File: config.mk
export PLATFORM = sky130hd
export DESIGN_NAME = clk_set_ctrl
export DESIGN_NICKNAME = d
export VERILOG_FILES = /design/src/rtl/clk_set_ctrl_pkg.sv /design/src/rtl/clk_set_prescaler.sv /design/src/rtl/clk_set_ctrl.sv
export SDC_FILE = /design/constraint.sdc
export NUM_CORES = 1
export LEC_CHECK = 0
export ABC_AREA = 1
export CAP_MARGIN = 20
export CORE_ASPECT_RATIO = 1.75
export CORE_MARGIN = 1
export CORE_UTILIZATION = 45
export CTS_BUF_LIST = sky130_fd_sc_hd__clkbuf_16
export DETAILED_ROUTE_END_ITERATION = 10
export GPL_TIMING_DRIVEN = 0
export HOLD_SLACK_MARGIN = 0.05
export PLACE_DENSITY = 0.65
export SLEW_MARGIN = 15
export SYNTH_ARGS = -nofsm -noshare
export SYNTH_HDL_FRONTEND = slang
export SYNTH_HIERARCHICAL = 1
export SYNTH_SLANG_ARGS = --single-unit
File: constraint.sdc
create_clock -name clk -period 2.5 [get_ports clk]
set_input_delay 0.375 -clock clk [delete_from_list [all_inputs] [get_ports clk]]
set_output_delay 0.375 -clock clk [all_outputs]
set_load 0.01 [all_outputs]
File: src/rtl/clk_set_ctrl_pkg.sv
// Shared types and helpers for the RTC time-base / time-set controller.
// State encodings double as the externally visible mode value.
package clk_set_ctrl_pkg;

    localparam int unsigned TIME_W = 6;

    typedef enum logic [1:0] {
        ST_RUN     = 2'd0,
        ST_SET_MIN = 2'd1,
        ST_SET_SEC = 2'd2
    } state_t;

    // Modular step of an edit field: up wraps max_val->0, down wraps 0->max_val.
    function automatic logic [TIME_W-1:0] wrap_step(input logic [TIME_W-1:0] val,
                                                    input logic              up,
                                                    input logic [TIME_W-1:0] max_val);
        logic [TIME_W-1:0] res;
        if (up) begin
            res = (val >= max_val) ? '0 : val + TIME_W'(1);
        end else begin
            res = (val == '0) ? max_val : val - TIME_W'(1);
        end
        return res;
    endfunction

endpackage

File: src/rtl/clk_set_prescaler.sv
// Terminal-count divider: counts 0..DIV-1 while clr is low, held at 0 while clr is high.
// wrap_c is high during the last count of each period.
module clk_set_prescaler #(
    parameter int unsigned DIV = 8
) (
    input  logic clk,
    input  logic reset_n,
    input  logic clr,
    output logic wrap_c
);

    localparam int unsigned CNT_W = (DIV > 1) ? $clog2(DIV) : 1;
    localparam logic [CNT_W-1:0] LAST = CNT_W'(DIV - 1);

    logic [CNT_W-1:0] count;

    assign wrap_c = (count == LAST) && !clr;

    always_ff @(posedge clk or negedge reset_n) begin
        if (!reset_n) begin
            count <= '0;
        end else if (clr || (count == LAST)) begin
            count <= '0;
        end else begin
            count <= count + CNT_W'(1);
        end
    end

endmodule

File: src/rtl/clk_set_ctrl.sv
// RTC time-base and time-set controller: 1 Hz enable, RUN/SET_MIN/SET_SEC editing, load strobe.
// Optional field blink output enabled by defining CLK_SET_BLINK_EN.
module clk_set_ctrl
    import clk_set_ctrl_pkg::*;
#(
    parameter int unsigned TICK_DIV = 100_000_000,
    parameter int unsigned MAX_VAL  = 59
) (
    input  logic              clk,
    input  logic              reset_n,
    input  logic              btn_mode,
    input  logic              btn_inc,
    input  logic              btn_dec,
    input  logic [TIME_W-1:0] cur_seconds,
    input  logic [TIME_W-1:0] cur_minutes,
    output logic              tick_1hz,
    output logic              load,
    output logic [TIME_W-1:0] load_seconds,
    output logic [TIME_W-1:0] load_minutes,
    output logic [1:0]        mode
`ifdef CLK_SET_BLINK_EN
    ,
    output logic              blink
`endif
);

    localparam logic [TIME_W-1:0] MAX_T = TIME_W'(MAX_VAL);

    state_t            state;
    logic [TIME_W-1:0] edit_sec;
    logic [TIME_W-1:0] edit_min;
    logic              tick_clr_c;
    logic              tick_wrap_c;
    logic              edit_c;

    // Hold the time base outside RUN, including the edge that leaves RUN.
    assign tick_clr_c = (state != ST_RUN) || btn_mode;
    assign edit_c     = (btn_inc ^ btn_dec) && !btn_mode && (state != ST_RUN);
    assign mode       = state;

    clk_set_prescaler #(.DIV(TICK_DIV)) u_tick_div (
        .clk     (clk),
        .reset_n (reset_n),
        .clr     (tick_clr_c),
        .wrap_c  (tick_wrap_c)
    );

    always_ff @(posedge clk or negedge reset_n) begin
        if (!reset_n) begin
            state        <= ST_RUN;
            edit_sec     <= '0;
            edit_min     <= '0;
            tick_1hz     <= 1'b0;
            load         <= 1'b0;
            load_seconds <= '0;
            load_minutes <= '0;
        end else begin
            load     <= 1'b0;
            tick_1hz <= tick_wrap_c;
            if (btn_mode) begin
                // Mode button wins over any simultaneous inc/dec.
                case (state)
                    ST_RUN: begin
                        state    <= ST_SET_MIN;
                        edit_sec <= cur_seconds;
                        edit_min <= cur_minutes;
                    end
                    ST_SET_MIN: state <= ST_SET_SEC;
                    ST_SET_SEC: begin
                        state        <= ST_RUN;
                        load         <= 1'b1;
                        load_seconds <= edit_sec;
                        load_minutes <= edit_min;
                    end
                    default: state <= ST_RUN;
                endcase
            end else if (edit_c) begin
                case (state)
                    ST_SET_MIN: edit_min <= wrap_step(edit_min, btn_inc, MAX_T);
                    ST_SET_SEC: edit_sec <= wrap_step(edit_sec, btn_inc, MAX_T);
                    default: ;
                endcase
            end
        end
    end

`ifdef CLK_SET_BLINK_EN
    logic blink_clr_c;
    logic blink_wrap_c;

    // Restart on any state change or edit so the new value is shown at once.
    assign blink_clr_c = (state == ST_RUN) || btn_mode || edit_c;

    clk_set_prescaler #(.DIV(TICK_DIV / 4)) u_blink_div (
        .clk     (clk),
        .reset_n (reset_n),
        .clr     (blink_clr_c),
        .wrap_c  (blink_wrap_c)
    );

    always_ff @(posedge clk or negedge reset_n) begin
        if (!reset_n) begin
            blink <= 1'b0;
        end else if (blink_clr_c) begin
            blink <= 1'b0;
        end else if (blink_wrap_c) begin
            blink <= ~blink;
        end
    end
`endif

endmodule

After elaboration in Yosys (flattened, before gate mapping)
Cells that the tools add are included.

operators by class
  eq/ne operators = 4
  $add $sub $neg = 5
  bitwise logic cells = 1
  reduce and logical (&&, ||, !) cells = 17
  mux-type cells = 18
  magnitude comparators = 2

operators with widths
  kind                                                       count
  2-to-1 mux 6 bit                                           14
  adder 27 x 1 -> 27 bit (second input constant)             1
  == test 27 bit (second input constant)                     1
  2-to-1 mux 27 bit                                          1
  adder 6 x 1 -> 6 bit (second input constant)               2
  greater-or-equal comparator 6 bit (second input constant)  2
  logical NOT 6 bit                                          2
  subtractor 6 x 1 -> 6 bit (second input constant)          2
  nonzero test 2 bit                                         4
  AND reduction 3 bit                                        2
  one-hot mux 2 bit (2 select lines)                         1
  logical AND 1 bit                                          3
  == test 2 x 1 -> 1 bit (second input constant)             1
  == test 2 bit (second input constant)                      1
  logical NOT 1 bit                                          2
  logical NOT 2 bit                                          1
  logical OR 1 bit                                           2
  2-to-1 mux 1 bit                                           2
  != test 2 x 1 -> 1 bit (second input constant)             1
  AND reduction 2 bit                                        1
  bitwise XOR 1 bit                                          1

word-level totals
  logic and storage cells = 55
  register bits = 55
  output and inout bits = 16

Depth between registers and ports, before layout
Gate-level depths: netlist of the first run.

  depth in word-level cells = 6
  mapped depth = 10
  gate-level depth less buffers = 9

Cells and area by module
Netlist of the first run, hierarchy kept.

by module, submodules not included
  module             times used  cells each  area an instance (um^2)
  clk_set_ctrl       1           256         1,865.5
  clk_set_prescaler  1           233         1,604.0

Least setup slack after synthesis of the first run
No wires, ideal clock.

  kind = reg-to-reg
  start = reg u_tick_div.count[0]
  end = reg u_tick_div.count[0]
  arrival = 1.352 ns
  setup time = 0.121 ns
  period minus slack after synthesis = 1.473 ns
  stages on the path, launching flop included = 10
  slack = 1.027 ns
  data required time = 2.379 ns
  cells stage by stage = dfrtp_1 ha_1 nand3_2 inv_2 nand2_2 nor2_2 nand2_2 nand2_4 buf_6 nor2_1

between the ends
  cells in the longest elaborated chain, start to end = 3
  elaborated cells on any way between the ends = 4
  classes of those cells = add/sub: 1; eq/ne: 1; mux: 1; reduce/logical: 1

ends and longest elaborated chain
  element                                                         line                     source
  start: declaration                                              clk_set_prescaler.sv:15  logic [CNT_W-1:0] count;
  start signal: assignment                                        clk_set_prescaler.sv:25  count <= count + CNT_W'(1);
  branches (longest 2 deep; another with adder 27 x 1 -> 27 bit)  --
  2-to-1 mux 27 bit (*)                                           clk_set_prescaler.sv:22  end else if (clr || (count == LAST)) begin

Every way passes the cells marked *.
A chain may end at the register's enable or synchronous reset.

Worst setup path in the final report of the first run
  start = reg u_tick_div.count[0]
  end = reg u_tick_div.count[15]

The elaborated chain is that of the path after synthesis.

==> metrics.yaml, run 1 <==
status:
  run_status: "complete, no violations"
setup_path:
  crit_required_ns: 2.69
  rr_startpoint: "u_tick_div/count[0]$_DFF_PN0_"
  cp-endpoint: "u_tick_div/count[15]$_DFF_PN0_"
  startpoint_type: "flop"
  end_kind: "flop"
  worst-r2r-cell-count: 9
  crit_top_cell: "sky130_fd_sc_hd__nand2_2"
  critPathArrivalTime_ns: 1.97
  worstReg2RegEnd: "u_tick_div/count[15]$_DFF_PN0_"
  peak_fanout_along_the_critical_path: 10
  critical_path_class: "reg -> reg"
  critical_path_slowest_stage_cell: "sky130_fd_sc_hd__dfrtp_1"
  worst_path_largest_cell_delay_ns: 0.43
  worstSetupStartpoint: "u_tick_div/count[0]$_DFF_PN0_"
  reg2reg_setup_slack_ns: 0.72
  crit_chain: "ha_1 > nand3_2 > inv_2 > nand2_2 > nor2_2 > nand2_2 > nand2_4 > buf_6 > nor2_1"
place:
  place_hpwl_um: 6290
  place_worst_setup_slack_ns: 0.480
  buffer_ports.inserted: 32
  placedCellCount: 609
  gp_congestion: 0.969
  placedInstanceArea_um2: 3900
logic_synthesis:
  synth_top_family_by_area: "simple AND/OR/NAND/NOR gates"
  synth_simple_gate_area_share_pct: 39.5
  synth_compound_gate_area_share_pct: 6.09
  synth.net_count: 513
  yosysWarnings: 6
  yosys.area_share.adder_pct: 2.52
  synth.top_cell.area_share_pct: 39.7
  syn-cell-area_um2: 3470
  ys_ff_latch: 55
  post_synth_inst_count: 489
  synth.mux.area_fraction_pct: 0
  synth.yosys.seq_area_share_pct: 39.7
  synth_xor_area_share_pct: 4.80
  synth_largest_area_cell: "sky130_fd_sc_hd__dfrtp_1"
  syn_avg_cell_area_um2: 7.10
  post_synth_main_area_contributors: "sky130_fd_sc_hd__dfrtp_1 (40%), sky130_fd_sc_hd__nand2_1 (17%), sky130_fd_sc_hd__nor2_1 (11%)"
  netlist-cell-type-count: 26
job:
  maxCapViolations: 0
die:
  die_width_um: 68.4
  core_region_area_um2: 7510
  placement_rows: 42
  die_area_um2: 8080
  boundaryPins: 33
  dieHeight_um: 118
  floorplan.initialDensity_pct: 46.2
sta:
  report.final.hold_viol_count: 0
  slew_limit_headroom_pct: 53.9
  rsz_0062_raised_after_global_routing: "false"
  final.hold.worst_slack_ns: 0.116
  highest_clock_frequency_the_design_can_meet_ghz: 0.561
  report.final.setup_viol: 0
  tightest_slew_ns: 0.691
  fin_ws_ns: 0.719
  fin_crit_ns: 1.78
  timing.final.crit_share_pct: 71.2
  slew_violations: 0
  fin_worst_skew_ns: 0.00265
grt:
  grt_first_pass_wirelength_um: 14500
  antenna_violations_before_repair: 0
  grtUsageTotal_pct: 24.0
  grt_remaining_overflow: 0
  first_global_vias: 3232
  largest_net_degree_at_the_start_of_global_routing: 56
detailed_routing:
  totalWireLength_um: 8280
  ant_nets: 0
  detailedRoute.firstPassIterationCount: 7
  via_per_inst: 5.16
  dr.first_iter.drc_count: 178
  wl_per_cell_um: 13.4
  via_total_after_detailed_routing: 3183
  drc_errors: 0
clock_tree:
  clock_path_buffers: 2
  cts_h_tree_depth: 2
  cts.repair_timing.setup_buffer_count: 0
  cts_repair_resize_count: 0
  clk_transition_reported_paths_ns: 0.07
  cts_root_buf: "sky130_fd_sc_hd__clkbuf_16"
  numClockSinks: 55
  clock_insertion_delay_worst_skew_ns: 0.30
  tritoncts: "built"
  cts_buffers: 5
  cts-hold-fix-buffers: 0
cells_and_area:
  antenna_cells: 0
  syn_to_final_growth_pct: 16.4
  postLayoutCellArea_um2: 4040
  final_layout_size_suffix_gt1_share_pct: 10.0
  number_of_nets_at_the_end_of_the_flow: 552
  n_fill_cell: 768
  layout.cells.non_filler: 617
pwr:
  vdd_drop_max_mv: 0.593
  power_per_cell_area_nw_per_um2: 834
  power.leakage_nw: 1.80
worst_hold_path:
  timing.hold.worst.class: "in -> async"
-- state kept, by name, indices dropped and copies added, names as in the netlist --
register          cells
edit_min              6
load_seconds          6
edit_sec              6
u_tick_div/count     27
load_minutes          6
tick_1hz              1
mode                  2
load                  1
-- layout make-up --
cell class | count | area (µm²) | share of cell area (%)
plain buffers | 12 | 116 | 2.88
flip-flops and latches | 55 | 1380 | 34.1
repair buffers | 32 | 318 | 7.87
clock buffers | 5 | 125 | 3.10
inverters | 37 | 141 | 3.50
clock inverters | 3 | 15.0 | 0.372
multi-input cells | 385 | 1840 | 45.5
well taps | 88 | 110 | 2.73
-- cells in the mapped netlist --
cell type / count
sky130_fd_sc_hd__nand2_1: 157
sky130_fd_sc_hd__nor2_1: 105
sky130_fd_sc_hd__dfrtp_1: 55
sky130_fd_sc_hd__nand3_1: 40
sky130_fd_sc_hd__inv_1: 32
sky130_fd_sc_hd__xor2_1: 14
sky130_fd_sc_hd__o21ai_0: 11
sky130_fd_sc_hd__o21ai_2: 11
sky130_fd_sc_hd__buf_6: 9
sky130_fd_sc_hd__ha_1: 7
sky130_fd_sc_hd__nor2_2: 7
sky130_fd_sc_hd__a21oi_1: 5
sky130_fd_sc_hd__xnor2_1: 5
sky130_fd_sc_hd__inv_2: 4
sky130_fd_sc_hd__nand2_2: 4
sky130_fd_sc_hd__nand3b_1: 4
sky130_fd_sc_hd__nand4_1: 4
sky130_fd_sc_hd__buf_2: 3
sky130_fd_sc_hd__nand3_2: 3
sky130_fd_sc_hd__o21bai_1: 3
sky130_fd_sc_hd__inv_4: 1
sky130_fd_sc_hd__nand2_4: 1
sky130_fd_sc_hd__nor3_1: 1
sky130_fd_sc_hd__nor3_4: 1
sky130_fd_sc_hd__o21a_1: 1
sky130_fd_sc_hd__o21ai_1: 1
-- critical path: cells and delay by family, from the launching register on --
family / cells / cell delay, ns
AND/OR/NAND/NOR: 6 / 0.71
flip-flops: 1 / 0.43
buffers and inverters: 2 / 0.27
adder cells (fa/ha/maj): 1 / 0.26
-- power breakdown --
group	total, W	leakage [nW]	switching (W)	internal [W]
logic	0.00140	0.999	0.000796	0.000607
clock network	0.000691	0.0733	0.000325	0.000367
registers	0.00127	0.728	0.000187	0.00108
total	0.00337	1.80	0.00131	0.00206
-- worst min path at each step --
| stage | from | to |
|---|---|---|
| finish | reset_n | u_tick_div/count[14]$_DFF_PN0_ |
| global route | reset_n | u_tick_div/count[18]$_DFF_PN0_ |
| CTS | reset_n | u_tick_div/count[2]$_DFF_PN0_ |
| detailed placement | reset_n | u_tick_div/count[18]$_DFF_PN0_ |
| global placement | load_seconds[4]$_DFFE_PN0P_ | load_seconds[4]$_DFFE_PN0P_ |
| floorplan | reset_n | edit_min[0]$_DFFE_PN0P_ |
-- per-stage QoR --
stage / setup TNS (ns) / power [W] / utilization, %
after floorplan: 0 / 0.00220 / -
after global placement: -39.10 / 0.00267 / 51.9
after detailed placement: 0 / 0.00269 / 51.9
after CTS: 0 / 0.00340 / 53.7
after global routing: 0 / 0.00365 / 53.7
final: 0 / 0.00337 / 53.7
-- logic make-up (layout without fill, tap and decap cells) --
family	Yosys count	count (layout)
AOI/OAI and AO/OA	32	32
xor gates and xnor gates	19	19
adders and majority gates	7	7
buffers and inverters	49	89
DFF	55	55
and+or+nand+nor	327	327
-- placed cells by master (no fill, tap or decap), types with 4 or more instances in the layout --
cell and count:
sky130_fd_sc_hd__a21oi_1 5, sky130_fd_sc_hd__nor2_2 7, sky130_fd_sc_hd__ha_1 7, sky130_fd_sc_hd__clkbuf_16 5, sky130_fd_sc_hd__dfrtp_1 55, sky130_fd_sc_hd__nand4_1 4, sky130_fd_sc_hd__xnor2_1 5, sky130_fd_sc_hd__nand2_1 157
sky130_fd_sc_hd__o21ai_2 11, sky130_fd_sc_hd__buf_6 9, sky130_fd_sc_hd__nand2_2 4, sky130_fd_sc_hd__nor2_1 105, sky130_fd_sc_hd__xor2_1 14, sky130_fd_sc_hd__clkdlybuf4s50_1 31, sky130_fd_sc_hd__inv_1 32, sky130_fd_sc_hd__nand3_1 40
sky130_fd_sc_hd__o21ai_0 11, sky130_fd_sc_hd__nand3b_1 4, sky130_fd_sc_hd__inv_2 4
-- per-layer routing --
metal | GRT usage (%) | routed length (µm)
met5 | 0 | 0
met4 | 12.0 | 336
met3 | 4.25 | 300
met2 | 43.0 | 4590
met1 | 25.3 | 3060
(Power assumes the default switching activity.)
==> inputs of run 2 (changes only) <==
clock period = 1.8 ns   (was 2.5 ns; I/O delays follow)
==> run 2 against run 1 <==
  * Total power up 39%
  * Critical endpoint unchanged
  * Highest routed layer unchanged
  * Flip-flop and latch count unchanged
  * First-iteration DRC count fell by 7.9%
==> metrics.yaml, run 2 (synthesis results as in run 1) <==
status:
  run_status: "complete, no violations"
grt:
  largest_net_degree_at_the_start_of_global_routing: 56  # unchanged
  antenna_violations_before_repair: 0  # unchanged
  first_global_vias: 3232  # unchanged
  grt_first_pass_wirelength_um: 14500  # unchanged
  grt_remaining_overflow: 0  # unchanged
  grtUsageTotal_pct: 24.0  # unchanged
detailed_routing:
  detailedRoute.firstPassIterationCount: 5  # -2
  via_per_inst: 5.14  # -0.45%
  ant_nets: 0  # unchanged
  via_total_after_detailed_routing: 3179  # -0.13%
  totalWireLength_um: 8350  # +0.79%
  drc_errors: 0  # unchanged
  dr.first_iter.drc_count: 164  # -7.9%
  wl_per_cell_um: 13.5  # +0.46%
sta:
  report.final.hold_viol_count: 0  # unchanged
  slew_limit_headroom_pct: 53.8  # -0.10 points
  fin_ws_ns: 0.141  # -0.578 ns
  rsz_0062_raised_after_global_routing: "false"
  final.hold.worst_slack_ns: 0.489  # +0.373 ns
  fin_crit_ns: 1.66  # -0.122 ns
  timing.final.crit_share_pct: 92.2  # +21 points
  highest_clock_frequency_the_design_can_meet_ghz: 0.603  # +7.4%
  tightest_slew_ns: 0.693  # +0.00152 ns
  fin_worst_skew_ns: 0.00259  # -0.0000630 ns
  report.final.setup_viol: 0  # unchanged
  slew_violations: 0  # unchanged
die:
  floorplan.initialDensity_pct: 46.2  # unchanged
  boundaryPins: 33  # unchanged
  placement_rows: 42  # unchanged
  dieHeight_um: 118  # unchanged
  die_area_um2: 8080  # unchanged
  core_region_area_um2: 7510  # unchanged
  die_width_um: 68.4  # unchanged
cells_and_area:
  max_reg_flops: 27  # unchanged
  syn_to_final_growth_pct: 17.3
  mostFrequentLayoutCells: "sky130_fd_sc_hd__nand2_1 (157), sky130_fd_sc_hd__nor2_1 (104), sky130_fd_sc_hd__dfrtp_1 (55)"
  n_fill_cell: 763  # -0.65%
  number_of_nets_at_the_end_of_the_flow: 554  # +0.36%
  leading_cell_type_in_the_layout_fill_and_taps_excluded: "sky130_fd_sc_hd__nand2_1"
  largest_register: "u_tick_div/count"
  antenna_cells: 0  # unchanged
  final_layout_size_suffix_gt1_share_pct: 10.5  # +0.53 points
  postLayoutCellArea_um2: 4070  # +0.81%
setup_path:
  peak_fanout_along_the_critical_path: 10  # unchanged
  worst_path_largest_cell_delay_ns: 0.42  # about the same
  critPathArrivalTime_ns: 1.85  # -0.12 ns
  critical_path_class: "reg -> reg"
  reg2reg_setup_slack_ns: 0.14  # -0.58 ns
  critical_path_slowest_stage_cell: "sky130_fd_sc_hd__dfrtp_1"
  crit_required_ns: 1.99  # -0.70 ns
  crit_top_cell: "sky130_fd_sc_hd__nand2_2"
  crit_chain: "ha_4 > nand3_2 > inv_2 > nand2_2 > nor2_2 > nand2_2 > nand2_4 > buf_6 > nor2_1"
  startpoint_type: "flop"
  end_kind: "flop"
pwr:
  report.power.total_w: 0.00469  # +39%
  vdd_drop_max_mv: 0.825  # +39%
  power.leakage_nw: 1.81  # +0.40%
  power_per_cell_area_nw_per_um2: 1150  # +38%
clock_tree:
  cts_root_buf: "sky130_fd_sc_hd__clkbuf_16"
  clock_insertion_delay_worst_skew_ns: 0.30  # about the same
  tritoncts: "built"
  cts_h_tree_depth: 2  # unchanged
  clk_transition_reported_paths_ns: 0.07  # about the same
  clock_path_buffers: 2  # unchanged
  numClockSinks: 55  # unchanged
  cts_buffers: 5  # unchanged
place:
  placedInstanceArea_um2: 3900  # unchanged
  buffer_ports.inserted: 32  # unchanged
  place_hpwl_um: 6290  # unchanged
  gp_congestion: 0.969  # unchanged
  place_worst_setup_slack_ns: -0.115  # -0.595 ns
job:
  maxCapViolations: 0  # unchanged
worst_hold_path:
  timing.hold.worst.class: "reg -> reg"
-- run 2: cell count changes in the layout (fill, tap and decap cells not counted) --
| cell | delta |
|---|---|
| sky130_fd_sc_hd__buf_4 | +1 |
| sky130_fd_sc_hd__dlygate4sd3_1 | +1 |
| sky130_fd_sc_hd__ha_1 | -1 |
| sky130_fd_sc_hd__ha_4 | +1 |
| sky130_fd_sc_hd__nor2_1 | -1 |
| sky130_fd_sc_hd__nor2_2 | +1 |
-- run 2: layout make-up --
class                      instances  area [µm²]  area share, %
multi-input combinational        385        1850           45.5
inverter                          37         141           3.47
sequential                        55        1380           33.8
buffer                            12         116           2.86
clock buffer                       5         125           3.07
timing repair buffer              34         335           8.24
clock inverter                     3        15.0          0.369
tap                               88         110           2.71
-- run 2: worst paths after layout --
kind,start,end,cells after the start
worst max-delay path,u_tick_div/count[1]$_DFF_PN0_,u_tick_div/count[15]$_DFF_PN0_,9
worst min-delay path,load_seconds[3]$_DFFE_PN0P_,load_seconds[3]$_DFFE_PN0P_,2
worst max register to register,u_tick_div/count[1]$_DFF_PN0_,u_tick_div/count[15]$_DFF_PN0_,9
worst min register to register,load_seconds[3]$_DFFE_PN0P_,load_seconds[3]$_DFFE_PN0P_,2
max in group asynchronous,reset_n,u_tick_div/count[13]$_DFF_PN0_,2
min in group asynchronous,reset_n,u_tick_div/count[0]$_DFF_PN0_,2
-- run 2: what timing repair did --
| item | 4_1_cts | 5_1_grt |
|---|---|---|
| resized for setup | 0 | 3 |
| hold buffers | 1 | 0 |
| setup endpoints to repair | 0 | 21 |
| setup buffers | 0 | 1 |
| endpoints found under the hold margin | 4 | 0 |
-- run 2: power breakdown --
part | switching, W | internal, W | total (W)
combinational | 0.00111 | 0.000851 | 0.00197
clock | 0.000447 | 0.000509 | 0.000957
sequential | 0.000262 | 0.00151 | 0.00177
-- run 2: through the flow --
stage	instances	TNS [ns]	util, %
finish	619	0	54.2
global route	619	0	54.2
CTS	618	0	53.9
detailed placement	609	-2.47	51.9
global placement	609	-74.38	51.9
floorplan	489	0	-
-- run 2: critical path: cells and delay by family, from the launching register on --
| family | cells | cell delay, ns |
|---|---|---|
| adders and majority gates | 1 | 0.18 |
| buffers and inverters | 2 | 0.27 |
| DFF | 1 | 0.42 |
| and+or+nand+nor | 6 | 0.68 |
-- run 2: per-layer routing --
layer	vias up	track usage [%]	wire, µm
met5	-	0	0
met2	60	43.0	4630
met4	0	12.0	301
li1	1610	-	-
met1	1488	25.3	3170
met3	21	4.25	242
==> inputs of run 3 (changes only) <==
--- a/config.mk
+++ b/config.mk
@@ -14,2 +14,3 @@
 export DETAILED_ROUTE_END_ITERATION = 10
+export GPL_ROUTABILITY_DRIVEN = 0
 export GPL_TIMING_DRIVEN = 0
==> constraint.sdc (replaced) <==
create_clock -name clk -period 1.8 [get_ports clk]
set_input_delay 0.36 -clock clk [delete_from_list [all_inputs] [get_ports clk]]
set_output_delay 0.36 -clock clk [all_outputs]
set_load 0.01 [all_outputs]
==> run 3 against run 2 <==
  * Global-route usage is 1.1 points lower
  * Non-clock buffer count is 1 lower
  * Combinational power hardly changed
  * Via count is 0.60% lower
  * Flip-flop and latch count stayed put
  * Clock skew is 0.0032 ns higher
  * Setup slack worse by 0.059 ns
  * Design area is 0.18% lower
  * Count of clock-buffer cells in the layout stayed put
  * Wire length is 2.1% lower
  * Worst hold slack worse by 0.37 ns
  * Die area stayed put
  * Critical path type is now reg -> out
  * Largest power group unchanged
==> metrics.yaml, run 3 (synthesis results as in run 1) <==
die:
  die_area_um2: 8080  # unchanged
  placement_rows: 42  # unchanged
  dieHeight_um: 118  # unchanged
  boundaryPins: 33  # unchanged
  die_width_um: 68.4  # unchanged
  floorplan.initialDensity_pct: 46.2  # unchanged
  core_region_area_um2: 7510  # unchanged
cells_and_area:
  mostFrequentLayoutCells: "sky130_fd_sc_hd__nand2_1 (157), sky130_fd_sc_hd__nor2_1 (105), sky130_fd_sc_hd__dfrtp_1 (55)"
  postLayoutCellArea_um2: 4060  # -0.18%
  final_layout_size_suffix_gt1_share_pct: 10.2  # -0.36 points
  layout.cells.non_filler: 618  # -0.16%
  n_fill_cell: 754  # -1.2%
  syn_to_final_growth_pct: 17.1
  number_of_nets_at_the_end_of_the_flow: 553  # -0.18%
  largest_register: "u_tick_div/count"
  leading_cell_type_in_the_layout_fill_and_taps_excluded: "sky130_fd_sc_hd__nand2_1"
  antenna_cells: 0  # unchanged
  max_reg_flops: 27  # unchanged
setup_path:
  reg2reg_setup_slack_ns: 0.13  # about the same
  peak_fanout_along_the_critical_path: 6  # -4
  worst_path_largest_cell_delay_ns: 0.58  # +0.16 ns
  rr_startpoint: "u_tick_div/count[0]$_DFF_PN0_"
  crit_family: "buffers and inverters"
  startpoint_type: "flop"
  crit_chain: "clkdlybuf4s50_1"
  crit_required_ns: 1.44  # -0.55 ns
  worstReg2RegEnd: "u_tick_div/count[19]$_DFF_PN0_"
  critPathArrivalTime_ns: 1.36  # -0.49 ns
  worst_path_bufs_invs: 1  # -1
  critical_path_slowest_stage_cell: "sky130_fd_sc_hd__clkdlybuf4s50_1"
  worst-r2r-cell-count: 9  # unchanged
  end_kind: "output pin"
  critical_path_class: "reg -> out"
  critical_path_depth: 1  # -8
place:
  place_worst_setup_slack_ns: -0.216  # -0.101 ns
  placedInstanceArea_um2: 3900  # unchanged
  placedCellCount: 609  # unchanged
  place_hpwl_um: 6240  # -0.87%
  buffer_ports.inserted: 32  # unchanged
clock_tree:
  numClockSinks: 55  # unchanged
  cts_h_tree_depth: 2  # unchanged
  clock_insertion_delay_worst_skew_ns: 0.29  # about the same
  tritoncts: "built"
  clock_path_buffers: 2  # unchanged
  cts-hold-fix-buffers: 0  # -1
  clk_transition_reported_paths_ns: 0.07  # about the same
  cts_root_buf: "sky130_fd_sc_hd__clkbuf_16"
  cts_buffers: 5  # unchanged
sta:
  rsz_0062_raised_after_global_routing: "false"
  fin_worst_skew_ns: 0.00583  # +0.00324 ns
  report.final.setup_viol: 0  # unchanged
  fin_ws_ns: 0.0821  # -0.0590 ns
  finalSetupTns_ns: 0  # unchanged
  slew_violations: 0  # unchanged
  report.final.hold_viol_count: 0  # unchanged
  highest_clock_frequency_the_design_can_meet_ghz: 0.582  # -3.4%
  fin_crit_ns: 1.72  # +0.0590 ns
  timing.final.crit_share_pct: 95.4  # +3.3 points
  tightest_slew_ns: 0.697  # +0.00453 ns
  slew_limit_headroom_pct: 53.5  # -0.30 points
  final.hold.worst_slack_ns: 0.119  # -0.370 ns
detailed_routing:
  wl_per_cell_um: 13.2  # -1.9%
  dr.first_iter.drc_count: 178  # +8.5%
  detail_route.wirelength.met1_um: 3030  # -4.6%
  totalWireLength_um: 8170  # -2.1%
  routed-wl-met2_um: 4440  # -4.1%
  via_total_after_detailed_routing: 3160  # -0.60%
  drc_errors: 0  # unchanged
  topRoutingLayerUsed: "met4"
  detailedRoute.firstPassIterationCount: 4  # -1
  route.met3.wl_um: 297  # +23%
  ant_nets: 0  # unchanged
  via_per_inst: 5.11  # -0.44%
grt:
  grt_first_pass_wirelength_um: 13900  # -4.2%
  largest_net_degree_at_the_start_of_global_routing: 56  # unchanged
  first_global_vias: 3087  # -4.5%
  grtUsageTotal_pct: 22.9  # -1.1 points
  grt_remaining_overflow: 0  # unchanged
  antenna_violations_before_repair: 0  # unchanged
job:
  maxCapViolations: 0  # unchanged
worst_hold_path:
  timing.hold.worst.class: "in -> async"
pwr:
  vdd_drop_max_mv: 0.650  # -21%
  power_per_cell_area_nw_per_um2: 1150  # +0.15%
  power.leakage_nw: 1.80  # -0.57%
status:
  run_status: "complete, no violations"
==> run 3: how the worst max path moves through the flow <==
stage | from | endpoint
final | mode[0]$_DFFE_PN0P_ | mode[0]
after global routing | btn_mode | u_tick_div/count[19]$_DFF_PN0_
after CTS | u_tick_div/count[0]$_DFF_PN0_ | u_tick_div/count[19]$_DFF_PN0_
after detailed placement | btn_mode | u_tick_div/count[19]$_DFF_PN0_
after global placement | reset_n | edit_min[0]$_DFFE_PN0P_
after floorplan | u_tick_div/count[0]$_DFF_PN0_ | u_tick_div/count[0]$_DFF_PN0_
==> run 3: routing by layer <==
metal | up-vias | GRT usage (%)
met4 | 0 | 12.5
li1 | 1612 | -
met3 | 27 | 3.67
met2 | 81 | 40.1
met1 | 1440 | 24.7
met5 | - | 0
==> run 3: layout make-up <==
cell class / count / area, µm² / area share, %
multi-input cells: 385 / 1850 / 45.5
flip-flops and latches: 55 / 1380 / 33.9
repair buffers: 33 / 325 / 8.01
inverters: 37 / 141 / 3.48
clock buffers: 5 / 125 / 3.08
plain buffers: 12 / 116 / 2.86
well taps: 88 / 110 / 2.71
clock inverters: 3 / 20.0 / 0.493
==> run 3: what timing repair did <==
item	4_1_cts	5_1_grt
endpoints found under the hold margin	0	0
setup buffers	0	1
resized for setup	0	2
setup endpoints to repair	0	21
==> run 3: metrics by stage <==
| stage | total power (W) | util, % |
|---|---|---|
| 6_report | 0.00469 | 54.1 |
| 5_1_grt | 0.00506 | 54.1 |
| 4_1_cts | 0.00472 | 53.8 |
| 3_5_place_dp | 0.00373 | 51.9 |
| 3_3_place_gp | 0.00369 | 51.9 |
| 2_1_floorplan | 0.00306 | - |
==> run 3: power breakdown <==
| part | total, W | switching (W) | internal (W) |
|---|---|---|---|
| Sequential | 0.00177 | 0.000264 | 0.00151 |
| Clock | 0.000960 | 0.000446 | 0.000514 |
| Combinational | 0.00196 | 0.00111 | 0.000850 |
